### src/rtl/mux_tree_pipe.sv
// -----------------------------------------------------------------------------
// mux_tree_pipe
//   N_IN:1 multiplexer built as a binary tree of 2:1 stages with every tree
//   level registered. Select bits are consumed LSB-first, one bit per level,
//   so the pipeline depth equals LEVELS = $clog2(N_IN).
//
// Ports
//   clk      rising-edge clock
//   rst_n    asynchronous active-low reset (assert async, release sync)
//   i_data   N_IN*WIDTH  channel k at i_data[k*WIDTH +: WIDTH]
//   i_sel    LEVELS      channel index to forward
//   i_valid  1           i_data/i_sel valid
//   i_ready  1           block accepts a word at this edge
//   o_data   WIDTH       selected channel data
//   o_sel    LEVELS      channel index that produced o_data
//   o_valid  1           o_data/o_sel valid
//   o_ready  1           downstream accepts o_data at this edge
//
// Handshake: a word moves across an interface on every rising edge where
// valid and ready are both high. valid never waits on ready, and once valid
// is raised the payload is held unchanged until the transfer happens.
// i_ready is a pure function of stage occupancy and o_ready; it never looks
// at i_valid. Each stage advances when the stage after it advances or when it
// holds no word (ready_s = ready_{s+1} | ~valid_s), so empty slots (bubbles)
// are squeezed out and all LEVELS registers can be filled during a stall.
// -----------------------------------------------------------------------------
module mux_tree_pipe #(
  parameter  int WIDTH  = 8,
  parameter  int N_IN   = 8,
  localparam int LEVELS = $clog2(N_IN)
) (
  input  logic                   clk,
  input  logic                   rst_n,
  input  logic [N_IN*WIDTH-1:0]  i_data,
  input  logic [LEVELS-1:0]      i_sel,
  input  logic                   i_valid,
  output logic                   i_ready,
  output logic [WIDTH-1:0]       o_data,
  output logic [LEVELS-1:0]      o_sel,
  output logic                   o_valid,
  input  logic                   o_ready
);

  // Stage 0 is the input port itself (combinational); stages 1..LEVELS are
  // registers. Stage s carries N_IN>>s words, the full original index (its
  // upper bits are the selects still to be consumed) and a valid flag.
  for (genvar s = 0; s <= LEVELS; s++) begin : g_stage
    localparam int NW = N_IN >> s;

    logic [NW*WIDTH-1:0] data;
    logic [LEVELS-1:0]   sel;
    logic                valid;
    logic                ready;

    if (s == 0) begin : g_src
      assign data  = i_data;
      assign sel   = i_sel;
      assign valid = i_valid;
      // The input port can load exactly when stage 1 can.
      assign ready = g_stage[1].ready;
    end else begin : g_lvl
      logic [NW*WIDTH-1:0] data_nxt;
      logic                pick_hi;

      // Level s resolves index bit s-1 of the word arriving from stage s-1.
      assign pick_hi = g_stage[s-1].sel[s-1];

      if (s == LEVELS) begin : g_last
        assign ready = o_ready | ~valid;
      end else begin : g_mid
        assign ready = g_stage[s+1].ready | ~valid;
      end

      always_comb begin
        data_nxt = '0;
        for (int j = 0; j < NW; j++) begin
          data_nxt[j*WIDTH +: WIDTH] = pick_hi
            ? g_stage[s-1].data[(2*j+1)*WIDTH +: WIDTH]
            : g_stage[s-1].data[(2*j)*WIDTH +: WIDTH];
        end
      end

      // Data is loaded on bubbles too; only valid qualifies it downstream.
      always_ff @(posedge clk or negedge rst_n) begin
        if (!rst_n) begin
          data  <= '0;
          sel   <= '0;
          valid <= 1'b0;
        end else if (ready) begin
          data  <= data_nxt;
          sel   <= g_stage[s-1].sel;
          valid <= g_stage[s-1].valid;
        end
      end
    end
  end

  assign i_ready = g_stage[0].ready;
  assign o_data  = g_stage[LEVELS].data;
  assign o_sel   = g_stage[LEVELS].sel;
  assign o_valid = g_stage[LEVELS].valid;

endmodule
### config.mk
export PLATFORM = sky130hd
export DESIGN_NAME = mux_tree_pipe
export DESIGN_NICKNAME = d
export VERILOG_FILES = /design/src/rtl/mux_tree_pipe.sv
export SDC_FILE = /design/constraint.sdc
export NUM_CORES = 1
export LEC_CHECK = 0
export BUFFER_PORTS_ARGS = -buffer_cell sky130_fd_sc_hd__buf_4
export CORE_AREA = 5 5 113 115
export CTS_CLUSTER_SIZE = 28
export DETAILED_ROUTE_END_ITERATION = 10
export DIE_AREA = 0 0 118 120
export PLACE_DENSITY_LB_ADDON = 0.3
export SLEW_MARGIN = 10
export SYNTH_ARGS = -nofsm -noshare
export SYNTH_HDL_FRONTEND = slang
export SYNTH_SLANG_ARGS = --single-unit
### constraint.sdc
create_clock -name clk -period 1.25 [get_ports clk]
set_input_delay 0.3125 -clock clk [delete_from_list [all_inputs] [get_ports clk]]
set_output_delay 0.3125 -clock clk [all_outputs]
set_load 0.1 [all_outputs]
After elaboration in Yosys (flattened, before gate mapping)
Index checks and enable logic that the tools add are counted.

storage, ports and cells
  register bits after elaboration = 68
  input port bits = 71
  output and inout bits = 13
  logic and storage cells = 22

operators by class
  mux-type cells = 7
  bitwise gates (word level) = 6

operators by type and width
  operator    number
  $mux 8      7
  $not 1->1   3
  $or 1x1->1  3

Longest topological paths before layout
  word-level depth = 4
  gate-level depth with buffers = 4
  depth with buffers taken out = 2

Least setup slack after synthesis
Ideal clock, no wire load.

  path type = register to register
  start point = reg g_stage[3].valid, in the netlist o_valid
  end point = reg g_stage[1].data[10]
  setup time = 125 ps
  arrival = 1837 ps
  data required time = 1125 ps
  slack = -712 ps
  stages on the path, launching flop included = 5
  buffers on the path = 2
  period minus slack after synthesis = 1962 ps
  path through = dfrtp_1 nand4b_1 buf_2 buf_6 mux2_4

between the ends
  longest elaborated chain between the ends = 4

ends and longest elaborated chain
  element                   RTL line  RTL
  from (decl)               52        logic valid;
  from (signal assigned)    92        valid <= g_stage[s-1].valid;
  $not 1->1                 69        assign ready = o_ready | ~valid;
  $or 1x1->1                69
  $or 1x1->1 (2 in series)  71        assign ready = g_stage[s+1].ready | ~valid;
  net i_ready               37        output logic i_ready,
  to (signal assigned)      90        data <= data_nxt;
  to (decl)                 50        logic [NW*WIDTH-1:0] data;

The timed path passes the listed nets, and every way through them passes these cells.
A chain may end at the register's enable or synchronous reset.

Worst setup path after layout
  start point = reg g_stage[3].valid, in the netlist o_valid
  end point = out i_ready

between the ends
  longest elaborated chain between the ends = 4

ends and longest elaborated chain
  element                   RTL line
  $not 1->1                 69
  $or 1x1->1                69
  $or 1x1->1 (2 in series)  71
  to (decl)                 37

No other way between the ends.

==> flow_metrics.py <==
metrics = {
    "logic_synthesis": {
        "syn-cell-area_sq_mm": 0.00339,
        "synth_fp_nets": 280,
        "ys_seq_area_frac": 0.502,
        "syn_avg_cell_area_sq_um": 16.2,
        "synth_seq_cells": 68,
        "synth_cells": 209,
        "ys.warnings.count": 0,
        "ys_types": 10,
    },
    "route": {
        "viasPerCell": 4.32,
        "wl_per_cell_microns": 16.4,
        "dr.pass1.iters": 4,
        "drtAntennaViolNets": 0,
        "drt_iter0_drc": 47,
        "drc_errors": 0,
        "via_count": 2041,
        "routed_wl_microns": 7730,
    },
    "timing": {
        "hold_viol": 0,
        "clock_skew_ns": 0.00474,
        "worstMarginPinSlew_ns": 0.419,
        "rsz0062_at_grt": "true",
        "maxSlewHeadroom": 0.720,
        "layout_min_cycle_time_ns": 1.56,
        "finalSetupViolCount": 67,
        "timing.final.crit_share": 1.24,
        "timing.final.ws_setup_ns": -0.306,
        "slew_violations": 0,
        "fmax_mhz": 643,
    },
    "global_route": {
        "grt_max_degree": 34,
        "use_met3": 0.0311,
        "top_usage_layer": "met2",
        "grt_usage": 0.108,
        "met2_usage": 0.169,
        "antenna_found_initial": 0,
        "overflow": 0,
        "grt_pass1_vias": 2243,
        "met1_usage": 0.139,
        "grt_first_pass_wirelength_microns": 12000,
    },
    "critical_path": {
        "crit_family": "flip-flops",
        "slowest_stage": "dfrtp_4",
        "slowest_delay_ns": 0.47,
        "cp.arrival_ns": 1.24,
        "critPathKind": "reg2out",
        "worst-r2r-cell-count": 5,
        "critPathMaxFanout": 3,
        "start_kind": "register",
        "critPathRequiredTime_ns": 0.94,
        "endpoint_kind": "output port",
        "timing.rr.start": "o_valid",
        "path_cells": "nand4b_1, buf_6, buf_12",
        "cp.buffers_inverters": 2,
        "timing.reg2reg.setup_slack_ns": -0.23,
        "r2r-end": "g_stage[1].data[31]",
    },
    "status": {
        "failed_checks": "setup timing",
        "status": "finished, violations left",
    },
    "min_path": {
        "hp-class": "in2reg",
        "min_from": "i_valid",
        "whs_path_depth": 2,
        "hold_path_end": "g_stage[1].valid",
    },
    "pwr": {
        "power_density_mw_per_mm2": 1690,
        "vdd_drop_max_mv": 0.924,
        "p_leak_nw": 2.39,
    },
    "floorplan": {
        "die_width_microns": 118,
        "rows": 40,
        "start_util": 0.289,
        "die-area_sq_mm": 0.0142,
        "die_y_microns": 120,
        "ios": 84,
        "core-area_sq_mm": 0.0117,
    },
    "cts": {
        "cts_htree_levels": 3,
        "clk_pin_slew_ns": 0.05,
        "clock_sinks": 68,
        "cts_root_buf": "clkbuf_16",
        "insertion_delay_ns": 0.32,
        "clockBufferDepth": 2,
        "numCtsBuffers": 9,
        "cts_tree": "done",
    },
    "placement": {
        "hpwl_microns": 5230,
        "gp_congestion": 0.710,
        "place_area_sq_mm": 0.00429,
        "io_buffers": 83,
        "dp_cells": 441,
    },
    "layout": {
        "finalCoreUtilization": 0.425,
        "final-instance-count-excl-fill": 472,
        "syn_to_final_growth_pct": 46.8,
        "mostFrequentLayoutCells": "buf_4, dfrtp_1, mux2_4",
        "antenna_cells": 0,
        "fin_nets": 391,
        "fill_cells": 1099,
        "drive_above_1_share": 0.766,
        "mostFrequentLayoutCell": "buf_4",
        "final_area_sq_mm": 0.00497,
    },
    "job": {
        "maxCapViolations": 0,
    },
}
==> metal layers <==
| metal | wire (microns) | vias up |
|---|---|---|
| li1 | - | 979 |
| met1 | 3580 | 991 |
| met4 | 121 | 0 |
| met5 | 0 | - |
| met3 | 430 | 11 |
| met2 | 3600 | 60 |
==> state kept, by name, indices dropped and copies added, names as in the netlist <==
register and count:
g_stage.data 48, o_data 8, g_stage.sel 6, o_sel 3
g_stage.valid 2, o_valid 1
==> per-stage QoR <==
stage | setup TNS [ns] | setup WS [ns] | power [W] | hold slack, ns
after floorplan | -12.79 | -0.310 | 0.00481 | 0.0169
after global placement | -8.68 | -0.234 | 0.00546 | 0.263
after detailed placement | -8.92 | -0.239 | 0.00550 | 0.267
after CTS | -11.20 | -0.327 | 0.00824 | 0.178
after global routing | -13.68 | -0.357 | 0.00878 | 0.197
final | -10.66 | -0.306 | 0.00840 | 0.190
==> timing repair <==
| item | in CTS | in global routing |
|---|---|---|
| gates cloned | 1 | 3 |
| gates resized for setup | 35 | 23 |
| buffers inserted | 3 | 7 |
| pin swaps | 0 | 0 |
| endpoints found under the hold margin | 22 | 0 |
| endpoints found under the setup margin | 71 | 79 |
| hold buffers | 1 | 0 |
==> cell families after synthesis <==
kind of cell | Yosys count | synth area share
buffers and inverters | 14 | 0.0399
AND/OR/NAND/NOR | 6 | 0.0122
flip-flops | 68 | 0.502
multiplexers | 121 | 0.446
==> worst max-delay path by stage <==
stage | startpoint | end | slack [ns] | depth (start not counted)
after floorplan | o_valid | g_stage[1].data[10] | -0.31 | 4
after global placement | i_sel[0] | g_stage[1].data[2] | -0.23 | 3
after detailed placement | i_sel[0] | g_stage[1].data[2] | -0.24 | 3
after CTS | o_valid | i_ready | -0.33 | 3
after global routing | o_valid | i_ready | -0.36 | 3
final | o_valid | i_ready | -0.31 | 3
==> report_power, final <==
| part | switching, W | total [W] | internal [W] | leakage [nW] |
|---|---|---|---|---|
| combinational | 0.00150 | 0.00306 | 0.00157 | 1.47 |
| sequential | 0.000313 | 0.00293 | 0.00262 | 0.786 |
| clock | 0.000865 | 0.00241 | 0.00154 | 0.135 |
==> cell type report <==
cell class	instances	area (sq um)	area share
Clock inverter	2	35.0	0.00705
Tap cell	147	184	0.0370
Timing Repair Buffer	114	1150	0.232
Sequential cell	68	1710	0.344
Clock buffer	14	244	0.0491
Multi-Input combinational cell	127	1650	0.331
==> synth_stat cells <==
| master | instances | share of area |
|---|---|---|
| buf_12 | 1 | 0.0059 |
| nand4b_1 | 1 | 0.0026 |
| nand2b_1 | 4 | 0.0074 |
| buf_2 | 5 | 0.0074 |
| nand3b_1 | 1 | 0.0022 |
| mux2_4 | 39 | 0.17 |
| buf_6 | 8 | 0.027 |
| mux2_1 | 1 | 0.0033 |
| dfrtp_1 | 68 | 0.50 |
| mux2_2 | 81 | 0.27 |
==> worst reg2reg max path: stages (launching register included) <==
cell and delay, ns:
dfrtp_4 0.47, nand4b_1 0.13, buf_6 0.15, buf_4 0.15
buf_4 0.14, mux2_2 0.33
Power figures use the tool's default switching activity.
